<file path="src/rtl/mc_load_arb_pkg.sv">
// Shared helpers for the memory-controller load arbiter: width rules and slot layout constants.
package mc_load_arb_pkg;

  function automatic int unsigned clog2(input int unsigned value);
    int unsigned res;
    int unsigned span;
    res  = 0;
    span = 1;
    while (span < value) begin
      span = span << 1;
      res++;
    end
    return res;
  endfunction

  // Port ids need at least one bit even for a single port.
  function automatic int unsigned idWidth(input int unsigned numPorts);
    return (clog2(numPorts) > 0) ? clog2(numPorts) : 1;
  endfunction

endpackage

</file>
<file path="src/rtl/mc_load_arbiter_rr_arbiter.sv">
// Purely combinational round-robin arbiter: first requester at or after rrPtr wins, wrapping.
module rr_arbiter
  import mc_load_arb_pkg::*;
#(
  parameter int unsigned NUM_PORTS = 2,
  parameter int unsigned IdW       = idWidth(NUM_PORTS)
) (
  input  logic [NUM_PORTS-1:0] req,
  input  logic [IdW-1:0]       rrPtr,
  output logic [NUM_PORTS-1:0] grant,
  output logic [IdW-1:0]       grantId,
  output logic                 anyReq
);

  int unsigned idx;

  always_comb begin
    grant   = '0;
    grantId = '0;
    idx     = 0;
    for (int unsigned k = 0; k < NUM_PORTS; k++) begin
      idx = (int'(rrPtr) + k) % NUM_PORTS;
      if ((grant == '0) && req[idx]) begin
        grant[idx] = 1'b1;
        grantId    = IdW'(idx);
      end
    end
    anyReq = |req;
  end

endmodule

</file>
<file path="src/rtl/mc_load_arbiter.sv">
// Round-robin load arbiter with in-order completion buffer routing read data back to ports.
// Optional same-cycle memData-to-ldData forwarding when MC_LOAD_ARB_FALLTHROUGH_EN is defined.
module mc_load_arbiter
  import mc_load_arb_pkg::*;
#(
  parameter int unsigned NUM_PORTS    = 2,
  parameter int unsigned DATA_TYPE    = 32,
  parameter int unsigned ADDR_TYPE    = 32,
  parameter int unsigned MAX_INFLIGHT = 4
) (
  input  logic                           clk,
  input  logic                           rst,
  input  logic [NUM_PORTS*ADDR_TYPE-1:0] ldAddr,
  input  logic [NUM_PORTS-1:0]           ldAddr_valid,
  output logic [NUM_PORTS-1:0]           ldAddr_ready,
  output logic [NUM_PORTS*DATA_TYPE-1:0] ldData,
  output logic [NUM_PORTS-1:0]           ldData_valid,
  input  logic [NUM_PORTS-1:0]           ldData_ready,
  output logic [ADDR_TYPE-1:0]           memAddr,
  output logic                           memAddr_valid,
  input  logic                           memAddr_ready,
  input  logic [DATA_TYPE-1:0]           memData,
  input  logic                           memData_valid
);

  localparam int unsigned IdW  = idWidth(NUM_PORTS);
  localparam int unsigned PtrW = clog2(MAX_INFLIGHT);
  localparam int unsigned CntW = PtrW + 1;

  typedef struct packed {
    logic [IdW-1:0]       id;
    logic [DATA_TYPE-1:0] data;
    logic                 filled;
  } slot_t;

  slot_t           slots [MAX_INFLIGHT];
  logic [PtrW-1:0] issuePtr;
  logic [PtrW-1:0] fillPtr;
  logic [PtrW-1:0] headPtr;
  logic [CntW-1:0] count;
  logic [IdW-1:0]  rrPtr;

  logic [NUM_PORTS-1:0] grant;
  logic [IdW-1:0]       grantId;
  logic                 anyReq;

  rr_arbiter #(
    .NUM_PORTS(NUM_PORTS),
    .IdW      (IdW)
  ) u_rr_arbiter (
    .req    (ldAddr_valid),
    .rrPtr  (rrPtr),
    .grant  (grant),
    .grantId(grantId),
    .anyReq (anyReq)
  );

  slot_t                headSlot;
  logic                 credit;
  logic                 issueFire;
  logic                 hasUnfilled;
  logic                 fillFire;
  logic                 fillWrite;
  logic                 ftHit;
  logic                 ftConsume;
  logic                 deliverValid;
  logic                 deliverReady;
  logic                 deliverFire;
  logic [DATA_TYPE-1:0] deliverData;

  always_comb begin
    headSlot  = slots[headPtr];
    // Credit comes from registered count only, so a same-cycle deliver never frees a slot early.
    credit    = count < CntW'(MAX_INFLIGHT);
    issueFire = credit & anyReq & memAddr_ready;
    // fillPtr == issuePtr is ambiguous when full; the slot's filled bit disambiguates.
    hasUnfilled = (fillPtr != issuePtr) ||
                  ((count == CntW'(MAX_INFLIGHT)) && !slots[fillPtr].filled);
    fillFire  = memData_valid & hasUnfilled;
`ifdef MC_LOAD_ARB_FALLTHROUGH_EN
    ftHit       = fillFire && (fillPtr == headPtr) && !headSlot.filled;
    deliverData = ftHit ? memData : headSlot.data;
`else
    ftHit       = 1'b0;
    deliverData = headSlot.data;
`endif
    deliverValid = headSlot.filled | ftHit;
    deliverReady = ldData_ready[headSlot.id];
    deliverFire  = deliverValid & deliverReady;
    ftConsume    = ftHit & deliverReady;
    fillWrite    = fillFire & ~ftConsume;
    memAddr      = ldAddr[int'(grantId)*ADDR_TYPE +: ADDR_TYPE];
  end

  always_comb begin
    ldAddr_ready  = '0;
    memAddr_valid = 1'b0;
    ldData_valid  = '0;
    ldData        = '0;
    if (rst) begin
      memAddr_valid = credit & anyReq;
      if (credit && memAddr_ready) begin
        ldAddr_ready = grant;
      end
      if (deliverValid) begin
        ldData_valid[headSlot.id]                          = 1'b1;
        ldData[int'(headSlot.id)*DATA_TYPE +: DATA_TYPE] = deliverData;
      end
    end
  end

  always_ff @(posedge clk) begin
    if (!rst) begin
      issuePtr <= '0;
      fillPtr  <= '0;
      headPtr  <= '0;
      count    <= '0;
      rrPtr    <= '0;
      for (int i = 0; i < int'(MAX_INFLIGHT); i++) begin
        slots[i].filled <= 1'b0;
      end
    end else begin
      if (issueFire) begin
        slots[issuePtr].id     <= grantId;
        slots[issuePtr].filled <= 1'b0;
        issuePtr               <= issuePtr + 1'b1;
        rrPtr                  <= (grantId == IdW'(NUM_PORTS - 1)) ? '0 : grantId + 1'b1;
      end
      if (fillWrite) begin
        slots[fillPtr].data   <= memData;
        slots[fillPtr].filled <= 1'b1;
      end
      if (fillFire) begin
        fillPtr <= fillPtr + 1'b1;
      end
      if (deliverFire) begin
        slots[headPtr].filled <= 1'b0;
        headPtr               <= headPtr + 1'b1;
      end
      count <= count + CntW'(issueFire) - CntW'(deliverFire);
    end
  end

endmodule
</file>
<file path="config.mk">
export PLATFORM = sky130hd
export DESIGN_NAME = mc_load_arbiter
export DESIGN_NICKNAME = d
export VERILOG_FILES = /design/src/rtl/mc_load_arb_pkg.sv /design/src/rtl/mc_load_arbiter_rr_arbiter.sv /design/src/rtl/mc_load_arbiter.sv
export SDC_FILE = /design/constraint.sdc
export NUM_CORES = 1
export LEC_CHECK = 0
export ABC_CLOCK_PERIOD_IN_PS = 3600
export CAP_MARGIN = 20
export CELL_PAD_IN_SITES_DETAIL_PLACEMENT = 0
export CELL_PAD_IN_SITES_GLOBAL_PLACEMENT = 1
export CORE_ASPECT_RATIO = 0.6
export CORE_MARGIN = 4
export CORE_UTILIZATION = 39
export CTS_CLUSTER_DIAMETER = 120
export DETAILED_ROUTE_END_ITERATION = 6
export PLACE_DENSITY_LB_ADDON = 0.1
export SLEW_MARGIN = 20
export SYNTH_ARGS = -nofsm -noshare
export SYNTH_HDL_FRONTEND = slang
export SYNTH_SLANG_ARGS = --single-unit
</file>
<file path="constraint.sdc">
create_clock -name clk -period 3.6 [get_ports clk]
set_clock_uncertainty 0.15 [all_clocks]
set_input_delay 0.72 -clock clk [delete_from_list [all_inputs] [get_ports clk]]
set_output_delay 0.72 -clock clk [all_outputs]
set_load 0.02 [all_outputs]
</file>
Word-level counts from Yosys, hierarchy flattened
Memory sizes are Yosys's and may differ from the RTL's. A register that Yosys moved wholly into a read port is not among the register bits.
Cells that the tools add are included.
{"block": "word_totals", "mem_count": 1, "out_inout_bits": 101, "input_bits": 104, "ff_bits": 10, "ram_bits": 136}
{"memory": "slots", "words": 4, "word_bits": 34, "rd": 2, "rd_ports_with_merged_regs": 2, "wr": 4, "line_no": "mc_load_arbiter.sv:36", "text": "slot_t slots [MAX_INFLIGHT];"}
{"block": "op_classes", "n_mux": 47, "shifts": 3, "n_eq_ne": 2, "bitwise_logic": 6, "magnitude_cmp": 7, "n_reduce_logical": 13, "add_sub_neg": 8}
{"op": "2-to-1 mux 64 bit", "n": 2}
{"op": "2-to-1 mux 34 bit", "n": 3}
{"op": "OR reduction 34 bit", "n": 3}
{"op": "bitwise AND 64 bit", "n": 1}
{"op": "variable shift 32 x 34 -> 64 bit, first input constant", "n": 1}
{"op": "indexed part select 32 x 34 -> 64 bit", "n": 1}
{"op": "indexed part select 64 x 7 -> 32 bit", "n": 1}
{"op": "negator 6 -> 34 bit", "n": 1}
{"op": "2-to-1 mux 2 bit", "n": 14}
{"op": "2-to-1 mux 1 bit", "n": 23}
{"op": "adder 2 x 1 -> 2 bit, second input constant", "n": 3}
{"op": "logical AND 1 bit", "n": 6}
{"op": "less-than comparator 1 x 2 -> 1 bit, second input constant", "n": 3}
{"op": "2-to-1 mux 3 bit", "n": 2}
{"op": "bitwise AND 1 bit", "n": 4}
{"op": "adder 3 x 1 -> 3 bit", "n": 1}
{"op": "demux 1 bit (select 1 bit)", "n": 3}
{"op": "== test 3 bit, second input constant", "n": 1}
{"op": ">= comparator 1 bit, second input constant", "n": 3}
{"op": "less-than comparator 3 bit, second input constant", "n": 1}
{"op": "subtractor 3 x 1 -> 3 bit", "n": 1}
{"op": "adder 1 bit, second input constant", "n": 2}
{"op": "logical NOT 2 bit", "n": 1}
{"op": "inequality test 2 bit", "n": 1}
{"op": "other kinds (4)", "n": 4}

Depth between registers and ports, before layout
Gate-level depths: netlist of the first run.
{"block": "depth", "ltp_word": 10, "mapped_depth": 11, "ltp_nobuf": 9}

Hierarchy
A second synthesis of the first run with hierarchy kept.
{"block": "unflattened", "hier_cells": 391, "hier_area_um2": 6582.6}
{"module": "mc_load_arbiter", "area_per_inst_um2": 6550.0, "seq_area_each_um2": 4324.1, "instances": 1, "cells_each": 386}
{"module": "rr_arbiter", "area_per_inst_um2": 32.5, "seq_area_each_um2": 0.0, "instances": 1, "cells_each": 5}

Worst setup path after synthesis of the first run
No wires, ideal clock.
{"block": "synth_timing", "path_kind": "in2reg", "startpoint": "input port rst", "endpoint": "memory slots[2][10] (netlist bit), enable pin", "cell_stages": 5, "t_required_ns": 3.063, "arrival_time_ns": 2.168, "n_path_buf": 1, "setup_slack_ns": 0.895, "cell_sequence": "clkbuf_1 nand2_1 nor3_2 o21ai_0 inv_1"}
{"item": "start: declaration", "line_no": "mc_load_arbiter.sv:12", "text": "input logic rst,"}
{"item": "end: declaration", "line_no": "mc_load_arbiter.sv:36"}

Worst setup path in the final report of the first run
{"block": "layout_timing", "startpoint": "input port ldAddr_valid[0]", "endpoint": "output port memAddr[20]"}
{"block": "layout_between", "elab_chain_len": 7, "elab_cells_between_ends": 10}
{"item": "start: declaration", "line_no": "mc_load_arbiter.sv:14", "text": "input logic [NUM_PORTS-1:0] ldAddr_valid,"}
{"item": "2-to-1 mux 1 bit (not written as such) (2 in a row)", "line_no": "mc_load_arbiter_rr_arbiter.sv:23", "text": "if ((grant == '0) && req[idx]) begin"}
{"item": "2-to-1 mux 2 bit", "line_no": "mc_load_arbiter_rr_arbiter.sv:23"}
{"item": "logical NOT 2 bit", "line_no": "mc_load_arbiter_rr_arbiter.sv:23"}
{"item": "logical AND 1 bit", "line_no": "mc_load_arbiter_rr_arbiter.sv:23"}
{"item": "2-to-1 mux 1 bit *", "line_no": "mc_load_arbiter_rr_arbiter.sv:23"}
{"item": "indexed part select 64 x 7 -> 32 bit *", "line_no": "mc_load_arbiter.sv:92", "text": "memAddr = ldAddr[int'(grantId)*ADDR_TYPE +: ADDR_TYPE];"}
{"item": "end: declaration", "line_no": "mc_load_arbiter.sv:19", "text": "output logic [ADDR_TYPE-1:0] memAddr,"}
Mark *: on every way between the ends. The rest lies on a longest branch, timed or not. The select of a mux whose other input is x is not followed.

==> impl_metrics.ini, run 1 <==
[cells_and_area]
nNetsFinal = 858
final_common_cell = clkdlybuf4s50_1
antenna_cells = 0
drive_gt1_frac = 0.172
area_growth_pct = 38.5
utilization = 0.549
fill_cells = 1601
final_cell_mix = clkdlybuf4s50_1 (202), edfxtp_1 (132), and2_1 (98), and3_1 (65), mux4_2 (35)

[detailed_routing]
avgRoutedWirePerCell_um = 18.9
drtPass1Iterations = 7
drt_iter0_markers = 377
ant_nets = 0
vias = 4989
via_per_inst = 4.98
wl_mm = 18.9
drc = 0

[floorplan]
chipHeight_um = 116
die-area_um2 = 21700
rows = 39
core_um2 = 19000
die_width_um = 188
initial_core_util = 0.397
io_pins = 205

[timing]
worst_slew_pin_slew_ps = 792
rsz0062_at_grt = no
min_period_ps = 3520
fin_tns_setup_ps = 0
setup_viol = 0
fin_ws_ps = 78.3
slew_viol_final = 0
relSlewSlack = 0.472
hold_violations = 0
timing.final.crit_share = 0.978
fmax_mhz = 284

[global_route]
grt_pass1_wl_mm = 30.2
grt_remaining_overflow = 0
grt_max_degree = 65
grt_antenna_before_repair = 1
grt_pass1_vias = 5256
track_usage = 0.179

[flow_run]
maxCapViolCount = 0

[yosys]
ys_warn_count = 0
synth_ff_type = edfxtp_1
async_reset_ff_frac = 0
synth-seq-area-share = 0.573
syn_area_um2 = 7550
avgSynthCellArea_um2 = 13.9
ys_ff_latch = 150
syn_inst = 542
synth_edf_count = 132
synth_nets = 657
synth_cell_types = 38

[placed_design]
routabilityCongestion = 0.850
io_buffers = 204
hpwl_mm = 12.7
dp_slack_ps = 75.4

[power]
cellLeakagePower_uw = 0.00406
irDropWorstVdd_mv = 0.320
power_density_nw_per_um2 = 493

[setup_path]
arrival_ps = 2650
cp-end-kind = output port
crit_required_ps = 2730
critPathKind = in2out
start_kind = input port
path_max_fanout = 34

[clocking]
clk_latency_ps = 410
cts_resized = 0
post_cts_buffers = 0
path_clk_slew_ps = 60
htreeDepth = 4
cts-root-buf = clkbuf_16
cts_buffer_depth = 2
holdBufCountCts = 0
numCtsBuffers = 17
cts_tree = built
numClockSinks = 150

[run_status]
status = completed

[worst_hold_path]
min_path_type = reg2reg
==> through the flow <==
stage                     hold slack [ps]  cell area [um^2]  std cells  power, uW
after floorplan                       329              7550        542       3020
after global placement                356              9900        970       3530
after detailed placement              378              9900        970       3550
after CTS                             379             10500       1001       5220
after global routing                  402             10500       1001       5420
final                                 377             10500       1001       5160
==> area by class of cell <==
class,instances,area [um^2],area share
clock inverters,13,120,0.0115
repair buffers,222,2260,0.216
flip-flops and latches,150,4330,0.414
inverters,17,63.8,0.00610
clock buffers,18,429,0.0410
well taps,246,308,0.0294
multi-input cells,335,2950,0.282
==> worst max-delay path, cell delays in order <==
cell and delay (ps):
clkdlybuf4s50_1 520, inv_1 70, o21ai_2 180, buf_12 230, mux2_2 370, clkdlybuf4s50_1 550
==> cell usage after synthesis (2+ instances only) <==
library cell / n / area share
edfxtp_1: 132 / 0.53
and2_1: 98 / 0.081
and3_1: 65 / 0.054
mux4_2: 35 / 0.10
nor2b_1: 33 / 0.027
mux2_2: 32 / 0.048
clkbuf_1: 18 / 0.0090
dfxtp_1: 18 / 0.048
inv_1: 17 / 0.0085
buf_2: 11 / 0.0073
ha_1: 10 / 0.017
nand2_1: 9 / 0.0045
buf_6: 7 / 0.010
nor2_1: 7 / 0.0035
xnor2_1: 6 / 0.0070
a21oi_1: 4 / 0.0027
clkbuf_2: 4 / 0.0027
mux2i_1: 4 / 0.0053
nor3_1: 4 / 0.0027
o21ai_0: 4 / 0.0027
a22oi_1: 2 / 0.0020
a2bb2oi_1: 2 / 0.0023
nand3_1: 2 / 0.0013
o21a_2: 2 / 0.0023
o21ai_1: 2 / 0.0013
o311a_1: 2 / 0.0027
==> flip-flops by register name, indices dropped and copies added (netlist names), named ones only <==
register and flops:
slots 136, headPtr 2, fillPtr 2, issuePtr 2
rrPtr 1, count 3
==> final timing paths <==
path | from | to | slack (ps) | depth (start not counted)
worst min-delay path | headPtr[0] | flop | 380 | 2
worst min register to register | headPtr[0] | flop | 380 | 2
worst max-delay path | ldAddr_valid[0] | memAddr[20] | 80 | 6
worst max register to register | flop | count[2] | 820 | 10
==> cell families after synthesis <==
group,share of synthesized area
adder cells (fa/ha/maj),0.0192
buffers and inverters,0.0378
XOR/XNOR,0.00696
AND/OR/NAND/NOR,0.183
AO/OA/AOI/OAI,0.0229
flip-flops,0.573
multiplexers,0.157
==> routing by layer <==
layer,GRT usage,vias to the layer above,share of wire
li1,-,2389,-
met1,0.241,2475,0.45
met2,0.302,111,0.50
met3,0.0418,12,0.041
met4,0.0406,2,0.0068
met5,0,-,0.0010
==> report_power, final <==
part           switching [uW]  internal (uW)  leakage (uW)
Sequential               64.1           2030       0.00156
Combinational             682            716       0.00225
Clock                     761            902      0.000252
No activity file was read; power rests on OpenSTA's default activity.
==> inputs of run 2 (changes only) <==
Settings changed: HOLD_SLACK_MARGIN set to 0.03, SLEW_MARGIN 20 to not set.
==> results of run 2 <==
No change in the layout: final DEF, timing and power equal those of run 1.
==> inputs of run 3 (changes only) <==
Settings changed: ABC_AREA set to 1, CAP_MARGIN 20 to not set, CORE_UTILIZATION 39 to 36.
==> run 3 against run 2 <==
Net effect: worst setup slack better by 130 ps; global-route usage grew 0.21 points; highest routed layer is now met4; utilization decreased by 3.6 points; critical path type is now reg2out; design area shrank 1.1%; combinational power is 50% higher; register-to-register slack improved by 130 ps; sequential power is 5% higher.
==> impl_metrics.ini, run 3 <==
[setup_path]
cpLargestDelayFamily = buffers and inverters
rrSetupSlack_ps = 950
crit_path_frequent_cell = nand3_2
reg2regPathDepth = 12
worst-path-buf-inv = 3
start_kind = flop
regToRegEndpoint = count[2]
max_stage_delay_ps = 640
path_max_fanout = 68
worst-path-stages = 8
cp-end-kind = output port
cp_slowest_cell = clkdlybuf4s50_1
crit_required_ps = 2730
crit_end = ldData[61]
crit_chain = buf_12 -> nand2_1 -> nand3_2 -> nand3_2 -> nor2_2 -> inv_4 -> nor2_1 -> clkdlybuf4s50_1
critPathKind = reg2out
arrival_ps = 2520

[cells_and_area]
final_cell_mix = nand2_1 (220), nor2_1 (211), clkdlybuf4s50_1 (204), edfxtp_1 (132), inv_1 (64)
area_growth_pct = 39.5
fill_cells = 1910
top_regs = slots x136, count x3
regMostFlops = slots
nNetsFinal = 1130
largest_reg_flops = 136
final_common_cell = nand2_1
utilization = 0.514
antenna_cells = 0
drive_gt1_frac = 0.0642

[worst_hold_path]
min_path_type = reg2reg

[yosys]
synth_edf_count = 132
synth.area.top_cells = edfxtp_1 (53%), nand2_1 (11%), nor2_1 (11%), dfxtp_1 (4.9%), a32o_1 (4.3%)
synthSimpleGateAreaFrac = 0.243
netlist_top_cells_count = nand2_1 (220), nor2_1 (211), edfxtp_1 (132), inv_1 (69), a21oi_1 (40)
syn_inst = 822
syn_area_um2 = 7410
synth-seq-area-share = 0.583
yosysMostFrequentCell = nand2_1
synth_top_area_frac = 0.535
synth_compound_area_frac = 0.0770
avgSynthCellArea_um2 = 9.02
async_reset_ff_frac = 0
synth_ff_type = edfxtp_1
synth.area.mux_share = 0
synth_nets = 937
ys_warn_count = 0
yosys.area_share.xor_xnor = 0.00355
synth_top_family_by_area = simple AND/OR/NAND/NOR gates
yosysTopAreaCell = edfxtp_1
synthAdderAreaFrac = 0.0196
synth_cell_types = 28
ys_ff_latch = 150

[timing]
worst_slew_pin_slew_ps = 670
relSlewSlack = 0.551
hold_violations = 0
rsz0062_at_grt = no
fin_tns_setup_ps = 0
min_period_ps = 3390
slew_viol_final = 0
timing.final.crit_share = 0.942
setup_viol = 0
fmax_mhz = 295

[run_status]
status = completed

[detailed_routing]
vias = 6052
via_per_inst = 4.65
wl_mm = 21.0
avgRoutedWirePerCell_um = 16.1
drt_iter0_markers = 419
drc = 0
ant_nets = 0
drtPass1Iterations = 5

[power]
p_comb_frac = 0.350
cellLeakagePower_uw = 0.00409
p_clk_frac = 0.283
power_density_nw_per_um2 = 580
irDropWorstVdd_mv = 0.310
p_seq_frac = 0.367
p_int_uw = 3940
power_switching_uw = 2050
swShare = 0.342

[clocking]
cts-root-buf = clkbuf_16
numCtsBuffers = 17
htreeDepth = 4
clk_latency_ps = 410
numClockSinks = 150
cts_buffer_depth = 2
path_clk_slew_ps = 60
post_cts_buffers = 0
cts_tree = built

[floorplan]
die_width_um = 193
rows = 40
core_um2 = 20100
die-area_um2 = 23000
chipHeight_um = 119
io_pins = 205
initial_core_util = 0.368

[global_route]
grt_pass1_vias = 5979
grt_max_degree = 69
track_usage = 0.181
grt_pass1_wl_mm = 33.5
grt_remaining_overflow = 0
grt_antenna_before_repair = 0

[placed_design]
io_buffers = 204
routabilityCongestion = 0.751
hpwl_mm = 13.5

[flow_run]
maxCapViolCount = 0
-- run 3: cell types whose count changed after synthesis, moves of 33 or more --
cell,delta
and3_1,-65
nand2_1,+211
inv_1,+52
and2_1,-98
mux4_2,-35
nor2_1,+204
nor2b_1,-33
a21oi_1,+36
-- run 3: final cells by class --
type | count | area [um^2] | share of cell area
multi-input combinational | 551 | 2550 | 0.246
clock inverter | 14 | 134 | 0.0130
tap | 273 | 342 | 0.0331
timing repair buffer | 222 | 2280 | 0.220
inverter | 73 | 282 | 0.0272
clock buffer | 18 | 429 | 0.0415
sequential | 150 | 4330 | 0.419
-- run 3: how the worst min path moves through the flow --
stage                     slack, ps  cells past startpoint   startpoint          end
after detailed placement        320                      2  slots[3][0]  slots[3][0]
after global routing            360                      2  slots[0][0]  slots[0][0]
after CTS                       330                      2  slots[3][0]  slots[3][0]
after global placement          310                      2  slots[3][0]  slots[3][0]
after floorplan                 290                      2  slots[3][0]  slots[3][0]
final                           320                      2  slots[3][0]  slots[3][0]
-- run 3: cell families (layout without fill, tap and decap cells) --
kind of cell,Yosys count,in the layout
buf+inv,121,327
compound gates,80,80
xor+xnor,3,3
simple gates,457,457
flops,150,150
fa+ha+maj,11,11
-- run 3: stage by stage --
step | hold WS (ps) | worst slack [ps] | instance area [um^2] | power (uW) | instances
CTS | 329 | 97.0 | 10300 | 6050 | 1301
finish | 325 | 208 | 10300 | 5990 | 1301
detailed placement | 315 | 73.1 | 9750 | 4330 | 1269
global route | 361 | 11.7 | 10300 | 6350 | 1301
floorplan | 293 | 890 | 7410 | 3530 | 822
global placement | 309 | 119 | 9750 | 4340 | 1269
-- run 3: repair_timing --
item,in CTS,in global routing
hold buffers,0,0
pin swaps,0,0
endpoints found under the hold margin,0,0
gates resized for setup,3,4
gates cloned,0,0
setup endpoints to repair,48,39
-- run 3: tightest hold or removal path, cell delays in order (launching register included) --
cell	delay (ps)
dfxtp_1	310
nand2_1	60
a21oi_1	60
-- run 3: metal layers --
metal	part of all wire	up-vias	wire length [um]	track usage
li1	-	3071	-	-
met4	0.0038	0	80	0.0309
met5	0	-	0	0
met1	0.51	2829	10600	0.279
met2	0.45	148	9370	0.273
met3	0.041	4	865	0.0288
-- run 3: power groups by stage --
stage	clock (uW)	combinational, uW	sequential, uW
2_1_floorplan	0	1310	2210
3_3_place_gp	0	2100	2230
3_5_place_dp	0	2100	2230
4_1_cts	1730	2120	2200
5_1_grt	1820	2310	2220
6_report	1700	2100	2200
